--- config.mk ---
export PLATFORM = sky130hd
export DESIGN_NAME = booth_radix4_multiplier
export DESIGN_NICKNAME = d
export VERILOG_FILES = /design/src/rtl/booth_radix4_multiplier.sv
export SDC_FILE = /design/constraint.sdc
export NUM_CORES = 1
export LEC_CHECK = 0
export ABC_AREA = 1
export CORE_UTILIZATION = 50
export CTS_CLUSTER_DIAMETER = 100
export DETAILED_ROUTE_END_ITERATION = 16
export PLACE_DENSITY_LB_ADDON = 0.3
export SYNTH_ARGS = -nofsm -noshare
export SYNTH_HDL_FRONTEND = slang
export SYNTH_SLANG_ARGS = --single-unit
--- constraint.sdc ---
create_clock -name clk -period 3.35 [get_ports clk]
set_input_delay 0.8375 -clock clk [delete_from_list [all_inputs] [get_ports clk]]
set_output_delay 0.8375 -clock clk [all_outputs]
set_load 0.02 [all_outputs]
--- src/rtl/booth_radix4_multiplier.sv ---
// Sequential radix-4 (modified Booth) multiplier with per-operand signedness.
// Retires two multiplier bits per cycle behind a start/ready handshake with a one-cycle done strobe.
module booth_radix4_multiplier #(
  parameter int MUL_WIDTH = 8
) (
  input  logic                     clk,
  input  logic                     rst_n,
  input  logic                     start,
  input  logic                     sign1,
  input  logic                     sign2,
  input  logic [MUL_WIDTH-1:0]     data_in1,
  input  logic [MUL_WIDTH-1:0]     data_in2,
  output logic [2*MUL_WIDTH-1:0]   data_out,
  output logic                     ready,
  output logic                     done,
  output logic                     state_dbg
);

  // Handshake: start is accepted on a rising edge only while ready=1; once
  // accepted, ready stays low until the result edge, which also pulses done
  // for exactly one cycle. start seen while ready=0 is dropped, never queued.

  localparam int STEPS = (MUL_WIDTH + 2 + 1) / 2;
  localparam int EXT_W = 2 * STEPS;
  localparam int ACC_W = 2 * EXT_W;
  localparam int CNT_W = $clog2(STEPS + 1);
  localparam logic [CNT_W-1:0] LAST_STEP = CNT_W'(STEPS - 1);

  typedef enum logic {
    IDLE = 1'b0,
    CALC = 1'b1
  } state_t;

  state_t                   state_q;
  logic [ACC_W-1:0]         acc_q;
  logic [ACC_W-1:0]         acc_d;
  logic [ACC_W-1:0]         a_sh_q;
  logic [ACC_W-1:0]         pp;
  logic [EXT_W:0]           b_sh_q;
  logic [CNT_W-1:0]         cnt_q;
  logic [2*MUL_WIDTH-1:0]   data_out_q;
  logic                     ready_q;
  logic                     done_q;
  logic [ACC_W-1:0]         a_ext;
  logic [EXT_W-1:0]         b_ext;

  assign a_ext = {{(ACC_W - MUL_WIDTH){sign1 & data_in1[MUL_WIDTH-1]}}, data_in1};
  assign b_ext = {{(EXT_W - MUL_WIDTH){sign2 & data_in2[MUL_WIDTH-1]}}, data_in2};

  // b_sh_q[2:0] is the current Booth triplet; bit 0 holds b[2i-1] (b[-1]=0 at start).
  always_comb begin
    pp = '0;
    case (b_sh_q[2:0])
      3'b001, 3'b010: pp = a_sh_q;
      3'b011:         pp = a_sh_q << 1;
      3'b100:         pp = -(a_sh_q << 1);
      3'b101, 3'b110: pp = -a_sh_q;
      default:        pp = '0;
    endcase
    acc_d = acc_q + pp;
  end

  always_ff @(posedge clk or negedge rst_n) begin
    if (!rst_n) begin
      state_q    <= IDLE;
      acc_q      <= '0;
      a_sh_q     <= '0;
      b_sh_q     <= '0;
      cnt_q      <= '0;
      data_out_q <= '0;
      ready_q    <= 1'b1;
      done_q     <= 1'b0;
    end else begin
      done_q <= 1'b0;
      case (state_q)
        IDLE: begin
          if (start) begin
            a_sh_q  <= a_ext;
            b_sh_q  <= {b_ext, 1'b0};
            acc_q   <= '0;
            cnt_q   <= '0;
            ready_q <= 1'b0;
            state_q <= CALC;
          end
        end
        CALC: begin
          acc_q  <= acc_d;
          a_sh_q <= a_sh_q << 2;
          b_sh_q <= {{2{b_sh_q[EXT_W]}}, b_sh_q[EXT_W:2]};
          cnt_q  <= cnt_q + CNT_W'(1);
          if (cnt_q == LAST_STEP) begin
            data_out_q <= acc_d[2*MUL_WIDTH-1:0];
            ready_q    <= 1'b1;
            done_q     <= 1'b1;
            state_q    <= IDLE;
          end
        end
        default: state_q <= IDLE;
      endcase
    end
  end

  assign data_out  = data_out_q;
  assign ready     = ready_q;
  assign done      = done_q;
  assign state_dbg = (state_q == CALC);

endmodule

==> metrics.cfg, run 1 <==
[clock_network]
postCtsHoldBufs = 0
cts-htree-levels = 3
clk_latency_ns = 0.35
cts_max_path_buffers = 2
tritoncts_num_sinks = 65
cts_root_buf = clkbuf_8
cts_tree = built
cts_resized = 0
tritoncts_buffers = 9
post_cts_setup_buffer_count = 0
clk_pin_slew_worst_paths_ns = 0.09

[synth]
synthesized_flop_and_latch_total = 65
syn_inst = 498
synth.cell_area_um2 = 3990
ys_seq_area_share_pct = 40.8
synthesis.yosys.warnings = 0
synth.net_count = 538
ys_async_sr_fraction_pct = 100
yosysUniqueCellTypes = 43
synth_edf_count = 0
syn-mean-instance-area_um2 = 8.01
yosys_most_used_dff = dfrtp_1

[grt]
antenna_found_initial = 0
first_pass_grt_wire_length_um = 16300
grt_max_degree = 66
grt_remaining_overflow = 0
vias_in_the_first_global_route = 3442
grt_util_all_layers_pct = 24.9

[worst_setup_path]
critical_path_peak_fanout = 5
critical-path-top-cell-by-count = nand2_1
critPathBufInv = 2
cp_data_arrival_time_ns = 3.26
setup.worst_path.end_class = register
critPathMaxStageDelay_ns = 0.39
critPathRequiredTime_ns = 3.65
crit_family = compound AO/OA/AOI/OAI gates
critical_path_start_end_classification = reg2reg
critPathSlowestCell = dfrtp_1
crit_chain = inv_2 -> ha_1 -> inv_1 -> nor2_4 -> nand2_1 -> nor2_1 -> xor2_1 -> a21oi_1 -> o21ai_0 -> ha_1 -> a21oi_1 -> a21boi_1 -> nand3_2 -> a21oi_2 -> xor2_1 -> nand2_1 -> nand2_1
critical_path.startpoint_type = register

[detailed_routing]
drc = 0
dr.pass1.iters = 5
drtIter0Drc = 158
wire_per_inst_um = 14.8
antenna_violating_nets_post_route = 0
detail_route.wirelength_um = 9590
via_per_inst = 5.55
vias = 3598

[sta]
fmax_ghz = 0.338
rsz0062_at_grt = false
total_count_of_max_transition_violations_in_the_final_report = 0
setup_viol = 0
fin_worst_skew_ns = 0.0158
number_of_hold_slack_violations_in_the_final_timing_report = 0
layout_min_cycle_time_ns = 2.96
max_slew.worst_pin.slew_ns = 0.815
min_period_over_period_pct = 88.4
relSlewSlack_pct = 45.6
final.setup.tns_ns = 0

[power]
leakage_dissipation_nw = 2.24
peakVddDrop_v = 0.000649
power_density_nw_per_um2 = 1210

[die]
start_util_pct = 51.6
fp.dieH_um = 91.3
die_width_um = 91.3
io_pins = 40
fp.coreArea_um2 = 7730
dieArea_um2 = 8340
std_cell_rows = 32

[final_layout]
final_util_pct = 60.7
most_common_cell_after_layout_fill_and_taps_aside = nand2_1
antenna_cells = 0
areaGrowthSynthToFinish_pct = 17.5
final_layout_size_suffix_gt1_share_pct = 11.5
nNetsFinal = 581
most-common-layout-cells = 146 x nand2_1, 64 x dfrtp_1, 46 x inv_1

[place]
post-dp-hpwl_um = 6880
place.port_buffers = 39
finalWeightedCongestion = 0.894

[worst_hold_path]
min_path_type = reg2reg

[job]
max-cap-violations = 0

[outcome]
run_status = finished clean

Yosys cell counts (3+ instances only):
cell type	instances	share of area, %
clkbuf_1	6	0.56
nand3_1	29	3.6
nor2_1	23	2.2
nor2_2	4	0.63
o2111ai_1	6	1.3
inv_2	9	0.85
nand3_2	8	2.0
o21ai_0	24	3.0
nand2_2	7	1.1
o22ai_1	7	1.1
xor2_1	16	3.5
nand2_1	146	14
xnor2_1	4	0.88
a21oi_1	13	1.6
buf_2	8	1.0
dfrtp_1	64	40
o21ai_1	7	0.88
nor2_4	3	0.85
nor3_1	5	0.63
a21oi_2	4	0.88
inv_1	46	4.3
ha_1	18	5.6
o221ai_1	15	3.3
kinds of logic after synthesis:
group | count (synthesis) | share of synthesized area (%)
adder cells (fa/ha/maj) | 19 | 6.15
flip-flops | 65 | 40.8
AND/OR/NAND/NOR | 232 | 26.3
buffers and inverters | 70 | 6.84
AO/OA/AOI/OAI | 92 | 15.5
XOR/XNOR | 20 | 4.39
per-stage QoR:
step	setup WS [ns]	std cells	hold slack [ns]	instance area [um^2]	power [W]
after floorplan	0.756	498	0.450	3990	0.00403
after global placement	0.428	632	0.456	4490	0.00490
after detailed placement	0.424	632	0.465	4490	0.00496
after CTS	0.407	648	0.483	4690	0.00568
after global routing	0.114	648	0.490	4690	0.00619
final	0.390	648	0.477	4690	0.00568
routing by layer:
layer | routed length (um) | track usage, % | vias up
met5 | 0 | 0 | -
met4 | 95 | 7.14 | 0
met3 | 527 | 5.19 | 10
met2 | 4480 | 40.5 | 114
met1 | 4490 | 33.5 | 1726
li1 | - | - | 1748
cell type report:
| class | instances | area, um^2 |
|---|---|---|
| Multi-Input combinational cell | 363 | 2090 |
| Timing Repair Buffer | 46 | 438 |
| Fill cell | 686 | 3040 |
| Clock buffer | 10 | 128 |
| Inverter | 56 | 210 |
| Sequential cell | 65 | 1630 |
| Clock inverter | 6 | 67.6 |
| Tap cell | 102 | 128 |
final timing paths:
kind	start	end	slack (ns)	depth (start not counted)
setup / recovery	a_sh_q[0]	acc_q[12]	0.39	17
hold / removal	ready	ready	0.48	2
hold reg to reg	ready	ready	0.48	2
max in group asynchronous	rst_n	b_sh_q[6]	2.15	2
setup reg to reg	a_sh_q[0]	acc_q[12]	0.39	17
min in group asynchronous	rst_n	b_sh_q[0]	0.67	2
power by group:
| group | internal [W] | switching (W) | leakage (nW) | total, W |
|---|---|---|---|---|
| combinational | 0.00132 | 0.00228 | 1.32 | 0.00360 |
| sequential | 0.00116 | 0.000246 | 0.829 | 0.00140 |
| clock | 0.000346 | 0.000333 | 0.0929 | 0.000679 |
| total | 0.00282 | 0.00286 | 2.24 | 0.00568 |
flip-flops by register name, indices dropped and copies added, names as in the netlist:
name       cells
state_dbg      1
a_sh_q        16
acc_q         16
b_sh_q        11
cnt_q          3
data_out      16
done           1
ready          1
worst reg2reg max path: cells and delay by family (launching register included):
family	cells	cell delay (ns)
XOR/XNOR	2	0.39
AND/OR/NAND/NOR	6	0.68
AO/OA/AOI/OAI	5	0.70
buffers and inverters	2	0.21
adder cells (fa/ha/maj)	2	0.56
flip-flops	1	0.39
No activity file was read; power rests on OpenSTA's default activity.
==> run 2: changes to the inputs <==
- CTS_CLUSTER_SIZE: unset -> 16
==> results of run 2 <==
The final DEF is identical to that of run 1; final timing and power are the same.
